<file path="config.mk">
export PLATFORM = sky130hd
export DESIGN_NAME = program_memory_flat
export DESIGN_NICKNAME = d
export VERILOG_FILES = /design/src/rtl/program_memory_if.sv /design/src/rtl/program_memory.sv /design/src/flat_wrapper.sv
export SDC_FILE = /design/constraint.sdc
export NUM_CORES = 1
export LEC_CHECK = 0
export CORE_ASPECT_RATIO = 0.75
export CORE_MARGIN = 2
export CORE_UTILIZATION = 60
export DETAILED_ROUTE_END_ITERATION = 10
export PLACE_DENSITY = 0.8
export SLEW_MARGIN = 20
export SYNTH_ARGS = -nofsm -noshare
export SYNTH_HDL_FRONTEND = slang
export SYNTH_SLANG_ARGS = --single-unit
</file>
<file path="constraint.sdc">
create_clock -name clk -period 4 [get_ports clk]
set_input_delay 0.8 -clock clk [delete_from_list [all_inputs] [get_ports clk]]
set_output_delay 0.8 -clock clk [all_outputs]
set_load 0.02 [all_outputs]
</file>
<file path="src/rtl/program_memory_if.sv">
// Bundles the program-load stream and the CPU fetch port of program_memory.
// The master side is the host/CPU, the slave side is the program store.
interface program_memory_if #(
  parameter int INSTR_W = 8
);
  logic [3:0]         instruction_addr;
  logic [INSTR_W-1:0] instruction;
  logic               load_start;
  logic               load_valid;
  logic [INSTR_W-1:0] load_data;
  logic               load_last;
  logic               load_ready;
  logic               cpu_hold;
  logic [4:0]         prog_len;
  logic               load_error;

  modport master (
    output instruction_addr, load_start, load_valid, load_data, load_last,
    input  instruction, load_ready, cpu_hold, prog_len, load_error
  );

  modport slave (
    input  instruction_addr, load_start, load_valid, load_data, load_last,
    output instruction, load_ready, cpu_hold, prog_len, load_error
  );
endinterface

</file>
<file path="src/rtl/program_memory.sv">
// 16-entry program store for cpu_4bit: loaded over a valid/ready stream,
// read combinationally by the CPU, and holding the CPU off until a program is complete.
module program_memory #(
  parameter int DEPTH   = 16,
  parameter int INSTR_W = 8
) (
  input  logic             clk,
  input  logic             reset,
  program_memory_if.slave  pm
);

  typedef enum logic [1:0] {
    ST_IDLE = 2'd0,
    ST_LOAD = 2'd1,
    ST_RUN  = 2'd2
  } state_e;

  state_e             state_q;
  state_e             state_d;
  logic [INSTR_W-1:0] mem_q [DEPTH];
  logic [4:0]         wr_ptr_q;
  logic [4:0]         prog_len_q;
  logic               load_error_q;
  logic               load_ready_q;
  logic               load_ready_d;
  logic               cpu_hold_q;
  logic               cpu_hold_d;

  logic accept_s;
  logic start_take_s;
  logic overflow_s;

  assign accept_s     = (state_q == ST_LOAD) & pm.load_valid;
  assign start_take_s = (state_q != ST_LOAD) & pm.load_start;
  // The 16th beat without load_last ends the load before the pointer can wrap.
  assign overflow_s   = accept_s & ~pm.load_last & (wr_ptr_q == 5'(DEPTH - 1));

  // State register.
  always_ff @(posedge clk) begin
    if (!reset) begin
      state_q <= ST_IDLE;
    end else begin
      state_q <= state_d;
    end
  end

  // Next-state logic.
  always_comb begin
    state_d = state_q;
    case (state_q)
      ST_IDLE: begin
        if (pm.load_start) begin
          state_d = ST_LOAD;
        end else begin
          state_d = ST_IDLE;
        end
      end
      ST_LOAD: begin
        if (accept_s && pm.load_last) begin
          state_d = ST_RUN;
        end else if (overflow_s) begin
          state_d = ST_IDLE;
        end else begin
          state_d = ST_LOAD;
        end
      end
      ST_RUN: begin
        if (pm.load_start) begin
          state_d = ST_LOAD;
        end else begin
          state_d = ST_RUN;
        end
      end
      default: state_d = ST_IDLE;
    endcase
  end

  // Output decode from the upcoming state, so the flags are registered.
  always_comb begin
    load_ready_d = 1'b0;
    cpu_hold_d   = 1'b1;
    if (state_d == ST_LOAD) begin
      load_ready_d = 1'b1;
    end else begin
      load_ready_d = 1'b0;
    end
    if (state_d == ST_RUN) begin
      cpu_hold_d = 1'b0;
    end else begin
      cpu_hold_d = 1'b1;
    end
  end

  // Registered handshake and status outputs.
  always_ff @(posedge clk) begin
    if (!reset) begin
      load_ready_q <= 1'b0;
      cpu_hold_q   <= 1'b1;
      load_error_q <= 1'b0;
      prog_len_q   <= 5'd0;
      wr_ptr_q     <= 5'd0;
    end else begin
      load_ready_q <= load_ready_d;
      cpu_hold_q   <= cpu_hold_d;
      if (start_take_s) begin
        load_error_q <= 1'b0;
        prog_len_q   <= 5'd0;
        wr_ptr_q     <= 5'd0;
      end else if (accept_s) begin
        load_error_q <= load_error_q | overflow_s;
        prog_len_q   <= wr_ptr_q + 5'd1;
        wr_ptr_q     <= wr_ptr_q + 5'd1;
      end else begin
        load_error_q <= load_error_q;
        prog_len_q   <= prog_len_q;
        wr_ptr_q     <= wr_ptr_q;
      end
    end
  end

  // Program store: cleared on reset and at the start of every load.
  always_ff @(posedge clk) begin
    if (!reset || start_take_s) begin
      for (int i = 0; i < DEPTH; i++) begin
        mem_q[i] <= '0;
      end
    end else if (accept_s) begin
      mem_q[wr_ptr_q[3:0]] <= pm.load_data;
    end else begin
      mem_q <= mem_q;
    end
  end

  assign pm.instruction = mem_q[pm.instruction_addr];
  assign pm.load_ready  = load_ready_q;
  assign pm.cpu_hold    = cpu_hold_q;
  assign pm.prog_len    = prog_len_q;
  assign pm.load_error  = load_error_q;

endmodule
</file>
<file path="src/flat_wrapper.sv">
// flat-port wrapper written by rule: the top's interface ports become plain ports
module program_memory_flat 
#(
  parameter int DEPTH   = 16,
  parameter int INSTR_W = 8
)
  (clk, reset, pm_instruction_addr, pm_load_start, pm_load_valid, pm_load_data, pm_load_last, pm_instruction, pm_load_ready, pm_cpu_hold, pm_prog_len, pm_load_error);
  program_memory_if #(.INSTR_W(INSTR_W)) pm_i ();
  input  logic clk;
  input  logic reset;
  input wire logic [$bits(pm_i.instruction_addr)-1:0] pm_instruction_addr;
  input wire logic [$bits(pm_i.load_start)-1:0] pm_load_start;
  input wire logic [$bits(pm_i.load_valid)-1:0] pm_load_valid;
  input wire logic [$bits(pm_i.load_data)-1:0] pm_load_data;
  input wire logic [$bits(pm_i.load_last)-1:0] pm_load_last;
  output wire logic [$bits(pm_i.instruction)-1:0] pm_instruction;
  output wire logic [$bits(pm_i.load_ready)-1:0] pm_load_ready;
  output wire logic [$bits(pm_i.cpu_hold)-1:0] pm_cpu_hold;
  output wire logic [$bits(pm_i.prog_len)-1:0] pm_prog_len;
  output wire logic [$bits(pm_i.load_error)-1:0] pm_load_error;
  assign pm_i.instruction_addr = pm_instruction_addr;
  assign pm_i.load_start = pm_load_start;
  assign pm_i.load_valid = pm_load_valid;
  assign pm_i.load_data = pm_load_data;
  assign pm_i.load_last = pm_load_last;
  assign pm_instruction = pm_i.instruction;
  assign pm_load_ready = pm_i.load_ready;
  assign pm_cpu_hold = pm_i.cpu_hold;
  assign pm_prog_len = pm_i.prog_len;
  assign pm_load_error = pm_i.load_error;
  program_memory #(.DEPTH(DEPTH), .INSTR_W(INSTR_W)) u_core (.clk(clk), .reset(reset), .pm(pm_i));
endmodule
</file>
; Word level (Yosys, flattened, before mapping)
; Cells that the tools add are included.
; W data, S select, Z words.
[op_classes]
addsub = 1
mux = 13
n_eq_ne = 6
n_reduce_logical = 6
order_cmp = 3
n_bitwise = 9
[ops]
columns = cell, n
row1 = $bwmux W128, 1
row2 = $bmux W8 S4, 1
row3 = $demux W8 S4, 1
row4 = $mux W8, 3
row5 = $ge A5 B5 Y1 const B, 2
row6 = $not A4 Y5, 2
row7 = $pmux W2 S3, 1
row8 = $add A5 B1 Y5 const B, 1
row9 = $eq A5 B4 Y1 const B, 1
row10 = $lt A5 B1 Y1 const B, 1
row11 = $and A1 B1 Y1, 4
row12 = $eq A2 B1 Y1 const B, 2
row13 = $eq A2 B2 Y1 const B, 2
row14 = $mux W1, 4
row15 = $mux W2, 2
row16 = $logic_and A1 B1 Y1, 2
row17 = $logic_not A2 Y1, 1
row18 = $ne A2 B1 Y1 const B, 1
row19 = $not A1 Y1, 2
row20 = $reduce_or A2 Y1, 1
row21 = $logic_not A1 Y1, 1
row22 = $logic_or A1 B1 Y1, 1
row23 = $or A1 B1 Y1, 1
[totals]
word_cells = 59
output_inout_bits = 16
ff_bits = 138
inputBits = 17

; Depth between registers and ports, before layout
[depth]
ltp_word = 9
mapped_depth = 7
ltp_nobuf = 6

; Least setup slack after synthesis
; No wires, ideal clock.
[synth_path]
kind = input port to output port
from = input port pm_instruction_addr[0]
to = output port pm_instruction[5]
arrival_time_ps = 1929
path_stages = 5
required_ps = 3200
path_slack_ps = 1271
cell_sequence = buf_6 -> buf_6 -> mux4_1 -> a22oi_1 -> nand2_1
[synth_via]
elab_chain_len = 4
[synth_rtl]
columns = item, line_no
row1 = "start, declared", flat_wrapper.sv:11  ; input wire logic [$bits(pm_i.instruction_addr)-1:0] pm_instruction_addr;
row2 = $not A4 Y5 (not written as such), program_memory.sv:134  ; assign pm.instruction = mem_q[pm.instruction_addr];
row3 = $bmux W8 S4, program_memory.sv:134
row4 = $mux W8 (not written as such) (2 in a row), program_memory.sv:134
row5 = "end, declared", flat_wrapper.sv:16  ; output wire logic [$bits(pm_i.instruction)-1:0] pm_instruction;
; Every way passes these cells. The select of a mux whose other input is x is not followed.

; Final worst setup path
[layout_path]
from = input port pm_instruction_addr[1]
to = output port pm_instruction[7]
; The elaborated chain is that of the path after synthesis.

==> results.yml <==
status:
  outcome: "finished, final reports clean"
power_and_ir_drop:
  p_leak_uw: 0.00234
  p_switching_uw: 690
  swShare: 0.226
  power.internal_uw: 2360
  power_frac_comb: 0.052
  p_per_area_nw_per_um2: 420
  clkPwrFrac: 0.493
  ir_drop_v: 0.000410
  pwr-share-seq: 0.455
worst_setup_path:
  cp.arrival_ns: 2.84
  critical_path.max_stage_delay_ns: 0.54
  crit_required_ns: 3.20
  worstPathCellList: "clkdlybuf4s50_1, buf_12, mux4_4, a22oi_1, nand2_1, clkdlybuf4s50_1"
  reg2reg_slack_ns: 1.90
  cp-end-kind: "primary output"
  crit_path_start_kind: "primary input"
  cp_max_fo: 32
  crit_top_cell: "clkdlybuf4s50_1"
  path_delay_family: "buffers and inverters"
  cpMaxStageDelayCell: "clkdlybuf4s50_1"
  crit_buf_inv: 3
  crit_type: "primary input to primary output"
cts:
  clock_sinks: 138
  cts_tree: "yes"
  hold_buffers: 0
  cts_max_path_buffers: 2
  htree_num_levels: 4
  cts_resized: 0
  postCtsSetupBuffers: 0
  clk_pin_slew_ns: 0.06
  clkLatencyLatePin_ns: 0.43
  ctsRootBufferMaster: "clkbuf_16"
  cts_inserted_buffers: 17
yosys:
  syn_nets: 759
  synth-seq-cells: 138
  synthTopCellsByArea: "dfxtp_1, a21oi_1, o21ai_0"
  synth_cell_types: 36
  async_reset_ff_frac: 0
  netlist.area_leader.share: 0.424
  syn_inst: 737
  synth_warnings: 0
  synth_edf_count: 0
  synth_top_flop_cell: "dfxtp_1"
  synth.avg_cell_area_sq_um: 8.84
  yosys.area.top_type: "dfxtp_1"
  ys_seq_area_frac: 0.424
  syn_area_sq_um: 6520
sta:
  fin_crit_ns: 3.64
  rsz0062_at_grt: "false"
  slew_violations: 0
  skew_ns: 0.0170
  slew_headroom: 0.256
  worstMarginPinSlew_ns: 1.12
  finalSetupTns_ns: 0
  timing.final.crit_share: 0.909
  fmax_mhz: 275
  setup_violations: 0
  hold_viol_final: 0
routing:
  routedWlPerCell_microns: 21.5
  dr_total_vias: 5834
  drc: 0
  antenna_left: 0
  drt_iter0_markers: 925
  routed_wl_mm: 18.4
  drt-pass1-iter-count: 6
  vias_per_cell: 6.82
grt:
  overflow: 0
  grt_pass1_wl_mm: 29.3
  antenna_found_initial: 1
  grt_max_degree: 73
  grt_pass1_vias: 5695
  grt_util_all_layers: 0.320
cells_and_area:
  fillers: 799
  num-nets-final: 728
  final_core_util: 0.697
  register_area_sq_um: 2760
  final_layout_size_suffix_gt1_frac: 0.100
  area_growth_pct: 11.3
  multi_input_area_sq_um: 3240
floorplan:
  io_pins: 33
  dieHeight_microns: 94.3
  start_util: 0.626
  die_w_microns: 124
  coreArea_sq_um: 10400
  dieArea_sq_um: 11700
  rows: 32
placed_design:
  io_buffer_count: 32
  dp_hpwl_mm: 10.0
  routabilityCongestion: 0.774
flow_run:
  cap_violations: 0
min_path:
  hp-class: "flop to flop"
per-layer routing:
| metal | track usage | vias to the layer above | share of wire | wire length (microns) |
|---|---|---|---|---|
| met4 | 0.110 | 0 | 0.014 | 250 |
| met2 | 0.541 | 346 | 0.49 | 8940 |
| li1 | - | 2638 | - | - |
| met1 | 0.413 | 2820 | 0.40 | 7450 |
| met3 | 0.0632 | 30 | 0.095 | 1750 |
| met5 | 0 | - | 0 | 0 |
worst paths after layout:
check                         startpoint           endpoint  cells after the start
hold / removal          u_core.mem_q[53]   u_core.mem_q[53]                      2
hold reg to reg         u_core.mem_q[53]   u_core.mem_q[53]                      2
setup reg to reg       u_core.state_q[1]   u_core.mem_q[41]                      4
setup / recovery  pm_instruction_addr[1]  pm_instruction[7]                      6
power by group through the flow:
| stage | combinational (uW) | sequential, uW | clock, uW |
|---|---|---|---|
| 6_report | 160 | 1390 | 1500 |
| 5_1_grt | 168 | 1390 | 1560 |
| 4_1_cts | 156 | 1390 | 1500 |
| 3_5_place_dp | 155 | 1420 | 0 |
| 3_3_place_gp | 151 | 1410 | 0 |
| 2_1_floorplan | 110 | 1410 | 0 |
cells in the final DEF (no fill, tap or decap), types with 14 or more instances in the layout:
| cell type | synthesis | final |
|---|---|---|
| a21oi_1 | 131 | 131 |
| o21ai_0 | 130 | 130 |
| buf_4 | 12 | 14 |
| mux4_1 | 14 | 14 |
| clkdlybuf4s50_1 | 0 | 31 |
| dfxtp_1 | 138 | 138 |
| a22oi_1 | 16 | 16 |
| mux4_2 | 17 | 17 |
| nand3_1 | 129 | 129 |
| clkbuf_16 | 0 | 17 |
final cells by class:
| class | count | share of cell area |
|---|---|---|
| inverters | 6 | 0.00310 |
| repair buffers | 50 | 0.0690 |
| diodes | 1 | 0.000345 |
| multi-input cells | 493 | 0.447 |
| flip-flops and latches | 138 | 0.381 |
| clock inverters | 10 | 0.0138 |
| well taps | 136 | 0.0235 |
| clock buffers | 22 | 0.0626 |
cells in the mapped netlist, types with 2 or more instances:
library cell and instances:
a21oi_1 131, a22oi_1 16, and2_1 2, and2b_1 2
and4b_1 5, buf_1 3, buf_2 36, buf_4 12
buf_6 3, clkbuf_1 43, clkdlybuf4s25_2 3, dfxtp_1 138
ha_1 5, inv_1 6, mux4_1 14, mux4_2 17
nand2_1 13, nand2b_1 2, nand3_1 129, nand4b_1 4
nor2_1 5, nor2b_1 5, o21ai_0 130
state kept, by name, indices dropped and copies added, names as in the netlist:
signal                flops
u_core.mem_q            128
u_core.pm.cpu_hold        1
u_core.pm.load_error      1
u_core.pm.load_ready      1
u_core.state_q            2
u_core.wr_ptr_q           5
stage by stage:
| stage | total power, uW | cells | hold slack [ns] | setup WS, ns | instance area [sq um] |
|---|---|---|---|---|---|
| 3_3_place_gp | 1570 | 823 | 0.456 | 0.368 | 6700 |
| 5_1_grt | 3110 | 856 | 0.487 | 0.283 | 7260 |
| 6_report | 3040 | 856 | 0.471 | 0.362 | 7260 |
| 3_5_place_dp | 1570 | 823 | 0.463 | 0.379 | 6700 |
| 4_1_cts | 3040 | 855 | 0.471 | 0.373 | 7250 |
| 2_1_floorplan | 1520 | 737 | 0.448 | 1.27 | 6520 |
worst register-to-register path, stage by stage, from the launching register on:
cell and delay, ns:
dfxtp_1 0.51, and2b_1 0.26, o21ai_4 0.58, buf_4 0.51, a21oi_1 0.10
cell families after synthesis:
family / share of synthesized area
AO/OA/AOI/OAI: 0.225
multiplexers: 0.119
buffers and inverters: 0.0812
adder cells (fa/ha/maj): 0.00960
AND/OR/NAND/NOR: 0.140
flip-flops: 0.424
XOR/XNOR: 0.00134
No activity file was read; power rests on OpenSTA's default activity.
